[config.mk]
export PLATFORM = sky130hd
export DESIGN_NAME = clock_panel
export DESIGN_NICKNAME = d
export VERILOG_FILES = /design/src/rtl/clock_panel_pkg.sv /design/src/rtl/input_debounce.sv /design/src/rtl/clock_panel.sv
export SDC_FILE = /design/constraint.sdc
export NUM_CORES = 1
export LEC_CHECK = 0
export CORE_MARGIN = 2
export CORE_UTILIZATION = 48
export CTS_CLUSTER_SIZE = 14
export DETAILED_ROUTE_END_ITERATION = 8
export PLACE_DENSITY = 0.67
export SLEW_MARGIN = 20
export SYNTH_ARGS = -nofsm -noshare
export SYNTH_HDL_FRONTEND = slang
export SYNTH_SLANG_ARGS = --single-unit
[constraint.sdc]
create_clock -name sys_clk -period 2.3 [get_ports sys_clk]
set_clock_uncertainty 0.05 [all_clocks]
set_input_delay 0.575 -clock sys_clk [delete_from_list [all_inputs] [get_ports sys_clk]]
set_output_delay 0.575 -clock sys_clk [all_outputs]
set_load 0.02 [all_outputs]
[src/rtl/clock_panel_pkg.sv]
// Shared types and helpers for the front-panel clock control block.
package clock_panel_pkg;

    // Step-button auto-repeat states
    typedef enum logic [1:0] {
        IDLE   = 2'd0,
        DELAY  = 2'd1,
        REPEAT = 2'd2
    } step_state_t;

    // Bits needed for a counter that must hold max(limit,1)
    function automatic int unsigned cnt_width(input int unsigned limit);
        int unsigned v;
        v = (limit < 32'd1) ? 32'd1 : limit;
        return $clog2(v + 32'd1);
    endfunction

endpackage

[src/rtl/input_debounce.sv]
// Two-flop synchroniser followed by a consecutive-cycle debounce counter.
// 'rise' is a registered one-cycle strobe on a debounced 0->1 transition.
module input_debounce
    import clock_panel_pkg::*;
#(
    parameter int unsigned DEBOUNCE_CYCLES = 4
)
(
    input  logic sys_clk,
    input  logic rst,
    input  logic raw,
    output logic stable,
    output logic rise
);

    localparam int unsigned CW = cnt_width(DEBOUNCE_CYCLES);
    localparam logic [CW-1:0] CNT_MAX = CW'(DEBOUNCE_CYCLES);

    logic          sync1;
    logic          sync2;
    logic [CW-1:0] cnt;

    // Synchronise, then accept a new level only after it persists CNT_MAX+1 compares
    always_ff @(posedge sys_clk) begin
        if (rst) begin
            sync1  <= 1'b0;
            sync2  <= 1'b0;
            stable <= 1'b0;
            rise   <= 1'b0;
            cnt    <= '0;
        end else begin
            sync1 <= raw;
            sync2 <= sync1;
            rise  <= 1'b0;
            if (sync2 == stable) begin
                cnt <= '0;
            end else if (cnt == CNT_MAX) begin
                stable <= sync2;
                rise   <= sync2;
                cnt    <= '0;
            end else begin
                cnt <= cnt + CW'(1);
            end
        end
    end

endmodule

[src/rtl/clock_panel.sv]
// Front-panel conditioner: debounced mode, step pulses with auto-repeat, halt latch.
module clock_panel
    import clock_panel_pkg::*;
#(
    parameter int unsigned DEBOUNCE_CYCLES = 4,
    parameter int unsigned REPEAT_DELAY    = 10,
    parameter int unsigned REPEAT_PERIOD   = 5
)
(
    input  logic sys_clk,
    input  logic rst,
    input  logic sw_mode,
    input  logic btn_step,
    input  logic btn_resume,
    input  logic cpu_halt,
    output logic mode,
    output logic manual_toggle,
    output logic halt
);

    localparam int unsigned RPT_MAX = (REPEAT_DELAY > REPEAT_PERIOD) ? REPEAT_DELAY : REPEAT_PERIOD;
    localparam int unsigned RW      = cnt_width(RPT_MAX);
    localparam logic [RW-1:0] DELAY_LOAD  = RW'(REPEAT_DELAY);
    localparam logic [RW-1:0] PERIOD_LOAD = RW'(REPEAT_PERIOD);
    localparam logic [RW-1:0] CNT_ONE     = RW'(1);
    localparam logic          REPEAT_ON   = (REPEAT_PERIOD > 0);

    logic          mode_rise_unused;
    logic          step_lvl;
    logic          step_rise;
    logic          resume_lvl_unused;
    logic          resume_rise;
    step_state_t   state;
    logic [RW-1:0] rpt_cnt;

    input_debounce #(.DEBOUNCE_CYCLES(DEBOUNCE_CYCLES)) u_mode (
        .sys_clk (sys_clk),
        .rst     (rst),
        .raw     (sw_mode),
        .stable  (mode),
        .rise    (mode_rise_unused)
    );

    input_debounce #(.DEBOUNCE_CYCLES(DEBOUNCE_CYCLES)) u_step (
        .sys_clk (sys_clk),
        .rst     (rst),
        .raw     (btn_step),
        .stable  (step_lvl),
        .rise    (step_rise)
    );

    input_debounce #(.DEBOUNCE_CYCLES(DEBOUNCE_CYCLES)) u_resume (
        .sys_clk (sys_clk),
        .rst     (rst),
        .raw     (btn_resume),
        .stable  (resume_lvl_unused),
        .rise    (resume_rise)
    );

    // Step FSM: first pulse on press, then delay, then periodic repeat; release wins over expiry
    always_ff @(posedge sys_clk) begin
        if (rst) begin
            state         <= IDLE;
            rpt_cnt       <= '0;
            manual_toggle <= 1'b0;
        end else begin
            manual_toggle <= 1'b0;
            case (state)
                IDLE: begin
                    if (step_rise) begin
                        manual_toggle <= mode;
                        rpt_cnt       <= DELAY_LOAD;
                        state         <= DELAY;
                    end
                end
                DELAY: begin
                    if (!step_lvl) begin
                        rpt_cnt <= '0;
                        state   <= IDLE;
                    end else if (rpt_cnt <= CNT_ONE) begin
                        if (REPEAT_ON) begin
                            manual_toggle <= mode;
                            rpt_cnt       <= PERIOD_LOAD;
                            state         <= REPEAT;
                        end else begin
                            rpt_cnt <= '0;
                        end
                    end else begin
                        rpt_cnt <= rpt_cnt - CNT_ONE;
                    end
                end
                REPEAT: begin
                    if (!step_lvl) begin
                        rpt_cnt <= '0;
                        state   <= IDLE;
                    end else if (rpt_cnt <= CNT_ONE) begin
                        manual_toggle <= mode;
                        rpt_cnt       <= PERIOD_LOAD;
                    end else begin
                        rpt_cnt <= rpt_cnt - CNT_ONE;
                    end
                end
                default: begin
                    rpt_cnt <= '0;
                    state   <= IDLE;
                end
            endcase
        end
    end

    // Halt latch: CPU request sets (and dominates), debounced resume press clears
    always_ff @(posedge sys_clk) begin
        if (rst) begin
            halt <= 1'b0;
        end else if (cpu_halt) begin
            halt <= 1'b1;
        end else if (resume_rise) begin
            halt <= 1'b0;
        end
    end

endmodule

==> impl_metrics.json <==
{
  "drive_gt1_frac": 0.0559,
  "cp_num_buf_inv": 1,
  "syn-instance-count": 134,
  "portBuffers": 8,
  "antenna_found_initial": 0,
  "die_w_um": 55.2,
  "clk_pin_slew_ns": 0.14,
  "p_per_area_nw_per_um2": 617,
  "dr.pass1.iters": 4,
  "grt_max_degree": 26,
  "post_synth.cell_area_avg_um2": 9.38,
  "cp.required_ns": 1.67,
  "period_minus_slack_ns": 1.98,
  "postCtsSetupBuffers": 0,
  "rr_endpoint": "rpt_cnt[3]",
  "slew_headroom": 0.723,
  "htree_levels": 1,
  "cts.sinks": 28,
  "setup.worst_path.class": "reg2out",
  "hold_class": "reg2reg",
  "arrival_ns": 1.36,
  "worst_pin_slew_ns": 0.413,
  "initial_core_util": 0.508,
  "dieArea_um2": 3050,
  "critPathMaxFanout": 4,
  "root_buffer": "clkbuf_4",
  "core_area_um2": 2480,
  "r2r_start": "state[1]",
  "endpoint_kind": "output pin",
  "wire_per_inst_um": 11.6,
  "hold_buffers": 0,
  "finalHoldViolCount": 0,
  "wl_mm": 2.00,
  "tns_ns": 0,
  "cpPeakStageDelay_ns": 0.63,
  "syn_nets": 152,
  "clk_latency_ns": 0.32,
  "grt_usage": 0.150,
  "finalPower_mw": 0.868,
  "status": "finished clean",
  "nets": 162,
  "drc": 0,
  "yosysTopAreaCell": "dfxtp_1",
  "vias": 907,
  "vias_per_cell": 5.24,
  "dp.final_hpwl_mm": 1.54,
  "grt_setup_unrepaired": "no",
  "areaGrowthSynthToFinish_pct": 11.7,
  "crit_start": "u_mode.stable",
  "grt_pass1_wl_mm": 3.26,
  "yosys_register_bits": 28,
  "max_cap_viol_count": 0,
  "overflow": 0,
  "cts_tree": "built",
  "pre_cts_slack_ns": 0.546,
  "cp_slowest_cell": "clkdlybuf4s50_1",
  "yosysUniqueCellTypes": 27,
  "numCtsBuffers": 3,
  "r2r_slack_ns": 0.64,
  "die_y_um": 55.2,
  "place_congestion": 0.713,
  "crit_end": "mode",
  "leakagePower_nw": 0.538,
  "path_cells": "clkdlybuf4s50_1",
  "finalSetupViolations": 0,
  "drt-initial-drc-count": 12,
  "fmax_mhz": 504,
  "synth_top_area_frac": 0.446,
  "cp.depth": 1,
  "worst_slack_ns": 0.316,
  "synth-seq-area-share": 0.446,
  "cts_buffer_depth": 2,
  "r2r.worst_path.cells": 6,
  "drtAntennaViolNets": 0,
  "vdd_ir_drop_max_uv": 493,
  "antenna_cells": 0,
  "fin_crit_sh": 0.863,
  "syn_area_um2": 1260,
  "yosys-top-cells-area": "dfxtp_1, ha_1, a21oi_1, inv_1, and3_1",
  "synth_warnings": 0,
  "pin_count": 9,
  "slew_violations": 0,
  "ctsResizeCount": 0,
  "crit_family": "buffers and inverters",
  "start_kind": "flip-flop",
  "core.rowCount": 18,
  "first_global_vias": 785
}
area by class of cell:
cell class,instances,area (um2)
fill,245,1070
multi-input combinational,89,618
sequential,28,561
timing repair buffer,9,87.6
inverter,13,48.8
tap,30,37.5
clock inverter,1,30.0
clock buffer,3,22.5
power breakdown:
group	switching, mW	total, mW	internal [mW]
logic	0.0264	0.0523	0.0260
clock network	0.137	0.313	0.176
registers	0.00696	0.502	0.495
cell families (layout without fill, tap and decap cells):
group                    count (synthesis)  after routing  share of synthesized area
AO/OA/AOI/OAI                           19             19                     0.0945
flip-flops                              28             28                      0.446
adder cells (fa/ha/maj)                 12             12                      0.119
multiplexers                             4              4                     0.0328
AND/OR/NAND/NOR                         50             50                      0.217
XOR/XNOR                                 4              4                     0.0279
buffers and inverters                   17             26                     0.0627
state kept, by name, indices dropped and copies added, names as in the netlist:
register,cells
u_resume.sync2,1
u_step.sync1,1
u_step.stable,1
u_step.cnt,3
state,2
u_mode.stable,1
u_mode.sync2,1
rpt_cnt,4
manual_toggle,1
halt,1
u_step.rise,1
u_step.sync2,1
u_mode.cnt,3
u_resume.cnt,3
u_mode.sync1,1
u_resume.sync1,1
u_resume.rise,1
u_resume.stable,1
layout by cell type (no fill, tap or decap):
cell type and n:
clkbuf_4 3, nor4b_1 4, and3b_4 1, nand3_1 3, o221ai_1 1, nor3_1 7
o31a_1 1, and3_1 6, buf_4 1, o21ai_0 1, ha_1 12, mux2_2 1
a21oi_1 10, nand2_1 10, o31ai_1 1, mux2i_1 3, nor2b_1 6, o211ai_1 3
nor2_1 9, bufinv_16 1, and2b_2 1, xnor2_1 4, dfxtp_1 28, or2b_1 1
a211oi_1 1, inv_1 13, or3_1 2, clkdlybuf4s50_1 8, a32oi_1 1
Yosys cell counts:
library cell and n:
dfxtp_1 28, inv_1 13, ha_1 12, a21oi_1 10, nand2_1 10, nor2_1 9, nor3_1 7, and3_1 6
nor2b_1 6, nor4b_1 4, xnor2_1 4, mux2i_1 3, nand3_1 3, o211ai_1 3, buf_6 2, clkbuf_1 2
or3_1 2, a211oi_1 1, a32oi_1 1, and2b_2 1, and3b_4 1, mux2_2 1, o21ai_0 1, o221ai_1 1
o31a_1 1, o31ai_1 1, or2b_1 1
metrics by stage:
stage,hold WS (ns),instance area [um2],instances,util
after global placement,0.368,1350,169,0.546
after floorplan,0.364,1260,134,-
after detailed placement,0.373,1350,169,0.546
after CTS,0.407,1410,173,0.567
after global routing,0.425,1410,173,0.567
final,0.404,1410,173,0.567
layer usage:
metal  routed length, um  vias to the layer above  track usage
li1                    -                      477            -
met1                 977                      419        0.187
met2                 971                        9        0.250
met3                  39                        2       0.0323
met4                  13                        0       0.0610
met5                   0                        -            0
worst min-delay path by stage:
stage                   start              to  slack [ns]  cells past startpoint
4_1_cts          u_mode.sync1    u_mode.sync2        0.41                      1
2_1_floorplan    u_mode.sync1    u_mode.sync2        0.36                      1
3_3_place_gp   u_resume.sync1  u_resume.sync2        0.37                      1
5_1_grt          u_mode.sync1    u_mode.sync2        0.42                      1
6_report         u_mode.sync1    u_mode.sync2        0.40                      1
3_5_place_dp     u_mode.sync1    u_mode.sync2        0.37                      1
Power figures use the tool's default switching activity.
